$ cat config.mk
export PLATFORM = sky130hd
export DESIGN_NAME = decoder
export DESIGN_NICKNAME = d
export VERILOG_FILES = /design/src/rtl/decoder.sv
export SDC_FILE = /design/constraint.sdc
export NUM_CORES = 1
export LEC_CHECK = 0
export CORE_UTILIZATION = 40
export DETAILED_ROUTE_END_ITERATION = 8
export DONT_BUFFER_PORTS = 1
export PLACE_DENSITY = 0.51
export SLEW_MARGIN = 10
export SYNTH_ARGS = -nofsm -noshare
export SYNTH_HDL_FRONTEND = slang
export SYNTH_SLANG_ARGS = --single-unit
$ cat constraint.sdc
create_clock -name clk -period 2.5 [get_ports clk]
set_input_delay 0.5 -clock clk [delete_from_list [all_inputs] [get_ports clk]]
set_output_delay 0.5 -clock clk [all_outputs]
set_load 0.02 [all_outputs]
$ cat src/rtl/decoder.sv
`default_nettype none
// ============================================================================
// Module   : decoder
// Brief    : Single-cycle registered instruction decoder. Splits a 32-bit
//            instruction word into its format fields (D, W, T, I, fragment
//            marker, invalid). Fields not used by the decoded format are
//            driven to zero. No state is kept between instructions.
// Options  : DECODER_ILLEGAL_EN - adds a registered 'illegal' output that is
//            high for opcodes 110 and 111.
// Revision : 1.0 - initial release
// ============================================================================
module decoder (
  input  logic        clk,
  input  logic        rst,
  input  logic [31:0] instruction,
  output logic [2:0]  op,
  output logic [1:0]  prefix,
  output logic [3:0]  funct,
  output logic [5:0]  nalloc,
  output logic        endF,
  output logic        immab,
  output logic [5:0]  immlo,
  output logic [25:0] immhi,
  output logic [9:0]  offset,
  output logic [5:0]  ta1,
  output logic [5:0]  ta2,
  output logic [5:0]  ta3,
  output logic [5:0]  ta4,
  output logic [1:0]  tt1,
  output logic [1:0]  tt2,
  output logic [1:0]  tt3,
  output logic [1:0]  tt4
`ifdef DECODER_ILLEGAL_EN
  ,
  output logic        illegal
`endif
);

  // Opcode encodings
  localparam logic [2:0] c_OP_ALU   = 3'b000;
  localparam logic [2:0] c_OP_LOAD  = 3'b001;
  localparam logic [2:0] c_OP_STORE = 3'b010;
  localparam logic [2:0] c_OP_TPFX  = 3'b011;
  localparam logic [2:0] c_OP_IPFX  = 3'b100;
  localparam logic [2:0] c_OP_FRAG  = 3'b101;

  // Prefix encodings
  localparam logic [1:0] c_PFX_NONE    = 2'b00;
  localparam logic [1:0] c_PFX_T       = 2'b01;
  localparam logic [1:0] c_PFX_I       = 2'b10;
  localparam logic [1:0] c_PFX_INVALID = 2'b11;

  // Next-cycle field values (combinational decode of the current word)
  logic [2:0]  w_op;
  logic [1:0]  w_prefix;
  logic [3:0]  w_funct;
  logic [5:0]  w_nalloc;
  logic        w_endF;
  logic        w_immab;
  logic [5:0]  w_immlo;
  logic [25:0] w_immhi;
  logic [9:0]  w_offset;
  logic [5:0]  w_ta1, w_ta2, w_ta3, w_ta4;
  logic [1:0]  w_tt1, w_tt2, w_tt3, w_tt4;

  // Registered outputs
  logic [2:0]  r_op;
  logic [1:0]  r_prefix;
  logic [3:0]  r_funct;
  logic [5:0]  r_nalloc;
  logic        r_endF;
  logic        r_immab;
  logic [5:0]  r_immlo;
  logic [25:0] r_immhi;
  logic [9:0]  r_offset;
  logic [5:0]  r_ta1, r_ta2, r_ta3, r_ta4;
  logic [1:0]  r_tt1, r_tt2, r_tt3, r_tt4;

  // Format decode: every field defaults to zero, then the opcode selects
  // which slices of the word are routed to which fields.
  always_comb begin
    w_op     = instruction[31:29];
    w_prefix = c_PFX_NONE;
    w_funct  = '0;
    w_nalloc = '0;
    w_endF   = 1'b0;
    w_immab  = 1'b0;
    w_immlo  = '0;
    w_immhi  = '0;
    w_offset = '0;
    w_ta1    = '0;
    w_ta2    = '0;
    w_ta3    = '0;
    w_ta4    = '0;
    w_tt1    = '0;
    w_tt2    = '0;
    w_tt3    = '0;
    w_tt4    = '0;

    case (w_op)
      c_OP_ALU, c_OP_LOAD: begin
        // Format D: ta1 shares its bits with immlo
        w_funct = instruction[28:25];
        w_immab = instruction[24];
        w_immlo = instruction[23:18];
        w_ta1   = instruction[23:18];
        w_tt1   = instruction[17:16];
        w_tt2   = instruction[15:14];
        w_ta2   = instruction[13:8];
        w_tt3   = instruction[7:6];
        w_ta3   = instruction[5:0];
      end
      c_OP_STORE: begin
        // Format W: bits [17:10] carry nothing
        w_funct  = instruction[28:25];
        w_immab  = instruction[24];
        w_immlo  = instruction[23:18];
        w_ta1    = instruction[23:18];
        w_offset = instruction[9:0];
      end
      c_OP_TPFX: begin
        // Format T: extends targets 3 and 4 of the following instruction
        w_prefix = c_PFX_T;
        w_tt3    = instruction[15:14];
        w_ta3    = instruction[13:8];
        w_tt4    = instruction[7:6];
        w_ta4    = instruction[5:0];
      end
      c_OP_IPFX: begin
        // Format I: supplies the high immediate bits
        w_prefix = c_PFX_I;
        w_immhi  = instruction[25:0];
      end
      c_OP_FRAG: begin
        // Fragment marker: end/start flag plus allocation count
        w_endF   = instruction[28];
        w_nalloc = instruction[5:0];
      end
      default: begin
        // Opcodes 110/111: flag invalid, all payload fields stay zero
        w_prefix = c_PFX_INVALID;
      end
    endcase
  end

  // Output register: reset clears everything, otherwise capture the decode
  always_ff @(posedge clk) begin
    if (rst) begin
      r_op     <= '0;
      r_prefix <= '0;
      r_funct  <= '0;
      r_nalloc <= '0;
      r_endF   <= 1'b0;
      r_immab  <= 1'b0;
      r_immlo  <= '0;
      r_immhi  <= '0;
      r_offset <= '0;
      r_ta1    <= '0;
      r_ta2    <= '0;
      r_ta3    <= '0;
      r_ta4    <= '0;
      r_tt1    <= '0;
      r_tt2    <= '0;
      r_tt3    <= '0;
      r_tt4    <= '0;
    end else begin
      r_op     <= w_op;
      r_prefix <= w_prefix;
      r_funct  <= w_funct;
      r_nalloc <= w_nalloc;
      r_endF   <= w_endF;
      r_immab  <= w_immab;
      r_immlo  <= w_immlo;
      r_immhi  <= w_immhi;
      r_offset <= w_offset;
      r_ta1    <= w_ta1;
      r_ta2    <= w_ta2;
      r_ta3    <= w_ta3;
      r_ta4    <= w_ta4;
      r_tt1    <= w_tt1;
      r_tt2    <= w_tt2;
      r_tt3    <= w_tt3;
      r_tt4    <= w_tt4;
    end
  end

  assign op     = r_op;
  assign prefix = r_prefix;
  assign funct  = r_funct;
  assign nalloc = r_nalloc;
  assign endF   = r_endF;
  assign immab  = r_immab;
  assign immlo  = r_immlo;
  assign immhi  = r_immhi;
  assign offset = r_offset;
  assign ta1    = r_ta1;
  assign ta2    = r_ta2;
  assign ta3    = r_ta3;
  assign ta4    = r_ta4;
  assign tt1    = r_tt1;
  assign tt2    = r_tt2;
  assign tt3    = r_tt3;
  assign tt4    = r_tt4;

`ifdef DECODER_ILLEGAL_EN
  logic w_illegal;
  logic r_illegal;

  assign w_illegal = w_op[2] & w_op[1];

  // Illegal-opcode flag, registered alongside the other fields
  always_ff @(posedge clk) begin
    if (rst) begin
      r_illegal <= 1'b0;
    end else begin
      r_illegal <= w_illegal;
    end
  end

  assign illegal = r_illegal;
`endif

endmodule
`default_nettype wire

==> results of run 1 <==
registers in the layout, summed over array words and instances, names as in the netlist:
register / cells
ta1: 6
funct: 4
ta3: 6
ta4: 6
ta2: 6
op: 3
tt3: 2
tt2: 2
nalloc: 6
prefix: 2
immab: 1
tt1: 2
endF: 1
immhi: 26
tt4: 2
offset: 10
power breakdown:
group / internal (mW) / total [mW] / switching [mW]
logic: 0.0267 / 0.0593 / 0.0326
clock network: 0.466 / 0.920 / 0.453
registers: 1.39 / 1.45 / 0.0610
total: 1.88 / 2.43 / 0.547
layout make-up:
| class | instances | area, um2 | share of cell area |
|---|---|---|---|
| clock inverter | 3 | 17.5 | 0.00653 |
| timing repair buffer | 2 | 15.0 | 0.00560 |
| tap | 75 | 93.8 | 0.0350 |
| multi-input combinational | 110 | 676 | 0.252 |
| clock buffer | 13 | 179 | 0.0667 |
| sequential | 85 | 1700 | 0.634 |
cells by family after synthesis:
family / share of synthesized area
simple gates: 0.254
flops: 0.687
buf+inv: 0.0404
compound gates: 0.0192
routing by layer:
metal	GRT usage	vias to the layer above
met1	0.182	680
met4	0.114	0
met2	0.281	74
li1	-	679
met5	0	-
met3	0.0670	14
path summary, 6_finish.rpt:
path,from,end,slack [ns],depth (start not counted)
setup / recovery,ta1[1],ta1[1],1.09,0
hold / removal,rst,op[0],0.21,1
through the flow:
| stage | area, um2 | cells |
|---|---|---|
| 2_1_floorplan | 2480 | 212 |
| 3_3_place_gp | 2490 | 272 |
| 3_5_place_dp | 2490 | 272 |
| 4_1_cts | 2680 | 288 |
| 5_1_grt | 2680 | 288 |
| 6_report | 2680 | 288 |
cell usage in the layout (no fill, tap or decap), drive strengths merged:
cell	instances
nand3	8
and2	30
nor3	1
clkinv	2
o21a	1
clkbuf	13
nand2b	8
nor2b	5
or2	1
nor3b	1
nor2	2
a21oi	8
buf	2
nor4b	1
dfxtp	85
clkinvlp	1
nand2	1
and2b	1
and3	42
==> metrics, run 1 <==
uppermost layer routed=met4; Synth cell types=20; synth top area cells=dfxtp_1, and3_1, and2_1; final core utilization=0.450; largest area contributor in the netlist=dfxtp_1; Layout area overhead=8.28%; Slew Limit Fails=0; Hold-fix buffers, CTS=0; CP endpoint kind=output port; Post-CTS Setup Bufs=0; setup TNS=0 ns; Max H-tree Level=3; Top Ports=125; Static Leak=1.21 nW; slew of the pin with the lowest slew margin=0.764 ns; vias=1447; WL met3=420 um; Antenna Nets Post-Route=0; Die Area=6510 um2; warnings from Yosys=0; CTS tree=yes; initial antenna violation count=0; GRT Total Usage=0.171; Post-synth top cells=dfxtp_1, and3_1, and2_1; Yosys reg bits=85; first-pass GRT wire length=7850 um; GR Overflow Total=0; Worst-path clk slew=0.08 ns; pin count of the biggest net entering global routing=30; post-synthesis cell area=2480 um2; asr flop ratio synth=0; Top FF cell, synth=dfxtp_1; Clock Tree Buf Depth=2; routability cong.=0.638; max_slew headroom=0.487; Max Cap Viol=0; Core Box Area=5960 um2; cts repair resizes=0; CTS root buffer=clkbuf_8; endpoints failing setup=0; overall power=2.43 mW; FMAX=709 MHz; Die Y=80.7 um; final wirelength=5350 um; syn avg cell area=11.7 um2; std cell rows=28; VDD IR-drop max=0.360 mV; Detail Placement HPWL=3660 um; Die W=80.7 um; Synth top area share=0.687; DR WL/cell=18.6 um; drt first pass iters=4; final worst setup slack=1.09 ns; RSZ-0062 raised after global routing=no; Fin. Hold Viols=0; TritonCTS sink count=85; initial core utilization=0.416; Nets=242; Worst Hold Margin=0.213 ns; Worst Path Arrival=0.91 ns; Net Count, Synth=246; Pwr per Cell Area=905 nW/um2; Req. time, crit path=2.00 ns; Final period util=0.564; Post-route DRC=0; top-count cell post-synth=dfxtp_1; Vias/cell=5.02; CTS buffer count=9; Syn Inst Count=212; layout cell share with drive strength beyond 1=0.108; vias in the first global route=1467; # port buffers=0; Period minus WS final=1.41 ns; CP Launch Type=flop; register area share after synthesis=0.687; Antenna Cells=0; Initial DRC Count=39; M1 wire length=2230 um; Post-Place Setup Slack=1.05 ns; met2 wire length=2540 um; Crit Path Max Fanout=2; HP Class=in2reg; fillers=572; number of flops mapped to enable cells by yosys=0; run status=finished, final reports clean; kind of critical path=reg2out
Power figures use the tool's default switching activity.
==> run 2, diff against run 1 <==
==> constraint.sdc (replaced) <==
create_clock -name clk -period 1.4 [get_ports clk]
set_input_delay 0.28 -clock clk [delete_from_list [all_inputs] [get_ports clk]]
set_output_delay 0.28 -clock clk [all_outputs]
set_load 0.02 [all_outputs]
==> run 2 against run 1 <==
  * Flip-flop and latch count is the same
  * Via count grew 2.1%
  * Final cell count grew 2.1%
  * Utilization grew 1.2 points
  * Hold slack lost 0.17 ns
  * Design area grew 2.6%
  * Largest cell class unchanged
  * Routed wire length grew 0.99%
  * Clock power grew 97%
  * Non-clock buffer count grew 6
  * Largest power group unchanged
  * First-iteration DRC count shrank 2.6%
==> metrics, run 2 (synthesis gave the netlist of run 1 again) <==
CTS tree=yes; Pwr per Cell Area=1640 nW/um2; Worst-path clk slew=0.08 ns; Layout area overhead=11.1%; layout cell share with drive strength beyond 1=0.119; VDD IR-drop max=0.773 mV; Die Y=80.7 um; GR Util met3=0.0739; max_slew headroom=0.703; HP Class=in2reg; routability cong.=0.640; Post-route DRC=0; cell-internal power=3.53 mW; most frequent cells in the layout=dfxtp_1, and3_1, and2_1, clkbuf_8; Clock Tree Buf Depth=2; GRT Max-Usage Layer=met2; Die W=80.7 um; CTS buffer count=9; Vias/cell=5.02; slew of the pin with the lowest slew margin=0.445 ns; DR WL/cell=18.4 um; TritonCTS sink count=85; final core utilization=0.462; fillers=561; initial core utilization=0.416; CTS root buffer=clkbuf_8; GRT Total Usage=0.170; first-pass GRT wire length=7700 um; Worst Path Arrival=0.91 ns; Crit Path Max Fanout=2; # port buffers=0; Max Cap Viol=0; Final period util=0.848; vias in the first global route=1443; Sequential Power Share=0.572; GR Overflow Total=0; overall power=4.52 mW; RSZ-0062 raised after global routing=no; Slew Limit Fails=0; Top Ports=125; setup TNS=0 ns; CP Launch Type=flop; met2 Use GR=0.258; Core Box Area=5960 um2; drt first pass iters=4; NetSw=0.989 mW; final wirelength=5400 um; Gate power share=0.026; pin count of the biggest net entering global routing=30; Fin. Hold Viols=0; Worst Hold Margin=0.0418 ns; initial antenna violation count=0; switching share of power=0.219; Period minus WS final=1.19 ns; endpoints failing setup=0; clock share of power=0.402; Antenna Nets Post-Route=0; Die Area=6510 um2; Static Leak=1.24 nW; run status=finished, final reports clean; std cell rows=28; Nets=248; Post-CTS Setup Bufs=0; CP endpoint kind=output port; most common cell after layout, fill and taps aside=dfxtp_1; FMAX=842 MHz; Req. time, crit path=1.12 ns; Max H-tree Level=3; vias=1477; max FFs per register=26; Antenna Cells=0; kind of critical path=reg2out; Detail Placement HPWL=3580 um; Initial DRC Count=38; GRT met1 Usage=0.192
[run 2: changes by cell type in the layout (fill, tap and decap cells not counted), sizes merged]
cell         before  now
buf               2    5
bufinv            0    2
clkbuf           13    9
clkinv            2    3
clkinvlp          1    2
dlygate4sd3       0    3
[run 2: power by group through the flow]
stage / Clock (mW) / Combinational (mW) / Sequential [mW]
global route: 1.96 / 0.133 / 2.59
CTS: 1.85 / 0.117 / 2.59
detailed placement: 0 / 0.111 / 2.64
floorplan: 0 / 0.113 / 2.63
global placement: 0 / 0.107 / 2.64
finish: 1.81 / 0.118 / 2.58
[run 2: layer usage]
metal  part of all wire  wire length [um]
met1               0.40              2160
met2               0.47              2530
met3               0.11               569
met4              0.026               138
met5                  0                 0
[run 2: repair_timing]
item	CTS	global route
gates resized for setup	0	0
hold endpoints to repair	2	1
hold buffers	2	1
[run 2: final cells by class]
cell class,count,area (um2),area share
clock buffers,9,124,0.0450
flip-flops and latches,85,1700,0.618
well taps,75,93.8,0.0341
multi-input cells,110,676,0.245
clock inverters,7,90.1,0.0327
repair buffers,8,67.6,0.0245
[run 2: final timing paths]
check	from	to	slack (ns)	cells past startpoint
hold / removal	instruction[31]	prefix[0]	0.04	1
setup / recovery	ta1[3]	ta1[3]	0.21	0
[run 2: stage by stage]
step                setup slack (ns)  area [um2]  std cells
floorplan                      0.454        2480        212
global placement               0.422        2510        275
detailed placement             0.375        2510        275
CTS                            0.189        2740        293
global route                   0.151        2750        294
finish                         0.213        2750        294
==> run 3, diff against run 2 <==
--- a/config.mk
+++ b/config.mk
@@ -8,7 +8,7 @@
 export CORE_UTILIZATION = 40
 export DETAILED_ROUTE_END_ITERATION = 8
 export DONT_BUFFER_PORTS = 1
-export PLACE_DENSITY = 0.51
+export PLACE_DENSITY = 0.53
 export SLEW_MARGIN = 10
 export SYNTH_ARGS = -nofsm -noshare
 export SYNTH_HDL_FRONTEND = slang
==> constraint.sdc (replaced) <==
create_clock -name clk -period 0.99 [get_ports clk]
set_input_delay 0.198 -clock clk [delete_from_list [all_inputs] [get_ports clk]]
set_output_delay 0.198 -clock clk [all_outputs]
set_load 0.02 [all_outputs]
==> run 3 against run 2 <==
  * Clock power is 61% higher
  * Critical path depth stayed put
  * Global-route usage is 1.7 points higher
  * Utilization is 7.7 points higher
  * Worst setup slack worse by 0.19 ns
  * Sequential share of layout area is 5.2 points lower
  * Hold slack worse by 0.028 ns
  * Flip-flop and latch count stayed put
  * Routed wire length is 9.7% higher
  * Critical path type unchanged
  * Largest cell class unchanged
==> metrics, run 3 (synthesis gave the netlist of run 1 again) <==
run status=finished, final reports clean; Max H-tree Level=3; layout cell share with drive strength beyond 1=0.427; TritonCTS sink count=85; CTS buffer count=9; Post-CTS Setup Bufs=0; final wirelength=5920 um; kind of critical path=reg2out; GRT Total Usage=0.187; Die Area=6510 um2; CP Depth=0; Worst-path clk slew=0.08 ns; CTS tree=yes; Pwr per Cell Area=2140 nW/um2; final instance area=3210 um2; most common cell after layout, fill and taps aside=dfxtp_2; GRT Max-Usage Layer=met2; pin count of the biggest net entering global routing=30; initial antenna violation count=0; GR Overflow Total=0; most frequent cells in the layout=dfxtp_2, and3_1, dlygate4sd3_1, and2_1, clkbuf_8; CTS root buffer=clkbuf_8; Antenna Nets Post-Route=0; CP endpoint kind=output port; Req. time, crit path=0.79 ns; Vias/cell=5.07; DP Area=2520 um2; multi-input logic area=676 um2; Post-route DRC=0; # port buffers=0; CP Launch Type=flop; Crit Path Max Fanout=1; Nets=278; endpoints failing setup=0; first-pass GRT wire length=8730 um; vias in the first global route=1621; Period minus WS final=0.970 ns; Final period util=0.980; Antenna Cells=0; Max Cap Viol=0; final core utilization=0.539; Top Ports=125; routability cong.=0.624; Clock Tree Buf Depth=2; Worst Setup SP=tt3[0]; Detail Placement HPWL=3540 um; GR Util met3=0.0705; FF+latch area=1820 um2; RSZ-0062 raised after global routing=yes; drt first pass iters=4; Fin. Hold Viols=0; Layout area overhead=29.7%; initial core utilization=0.416; Core Box Area=5960 um2; final worst setup slack=0.0197 ns; FMAX=1030 MHz; GRT met1 Usage=0.224; Worst Path Arrival=0.77 ns; std cell rows=28; max_slew headroom=0.723; Die W=80.7 um; fillers=537; VDD IR-drop max=1.16 mV; Die Y=80.7 um; vias=1638; Slew Limit Fails=0; DR WL/cell=18.3 um; Static Leak=1.43 nW; Initial DRC Count=97; slew of the pin with the lowest slew margin=0.414 ns; Post-Place Setup Slack=0.0652 ns; HP Class=in2reg; met2 Use GR=0.288; CP Capture Point=tt3[0]; max FFs per register=26
-- run 3: metal layers --
metal,up-vias,share of wire
met2,82,0.48
met3,14,0.086
met4,0,0.021
met5,-,0
li1,753,-
met1,789,0.41
-- run 3: cell type report --
| type | instances | share of cell area |
|---|---|---|
| flip-flops and latches | 85 | 0.566 |
| multi-input cells | 110 | 0.210 |
| repair buffers | 38 | 0.118 |
| clock buffers | 10 | 0.0428 |
| clock inverters | 5 | 0.0335 |
| well taps | 75 | 0.0292 |
-- run 3: worst min-delay path by stage --
stage / from / end / slack (ns) / cells after the start
after floorplan: rst / op[0] / 0.27 / 1
after global placement: rst / op[0] / 0.28 / 1
after detailed placement: rst / op[0] / 0.27 / 1
after CTS: instruction[12] / ta3[4] / 0.002 / 2
after global routing: instruction[0] / offset[0] / 0.002 / 1
final: instruction[7] / tt3[1] / 0.01 / 2
-- run 3: power breakdown --
part           leakage, nW  switching [mW]  internal, mW
sequential           0.730           0.153          3.51
clock                0.123            1.18          1.74
combinational        0.574           0.136         0.167
-- run 3: through the flow --
stage | hold WS [ns] | cells | TNS, ns | power, mW
CTS | 0.00226 | 323 | 0 | 6.93
detailed placement | 0.274 | 275 | 0 | 3.90
floorplan | 0.270 | 212 | 0 | 3.87
global placement | 0.275 | 275 | 0 | 3.90
global route | 0.00160 | 323 | -0.0108 | 7.12
finish | 0.0142 | 323 | 0 | 6.88
-- run 3: what timing repair did --
item                       4_1_cts  5_1_grt
hold endpoints to repair        76        0
setup endpoints to repair       50       41
resized for setup               50       37
hold buffers                    33        0
pin swaps                        0        0
gates cloned                     0        0
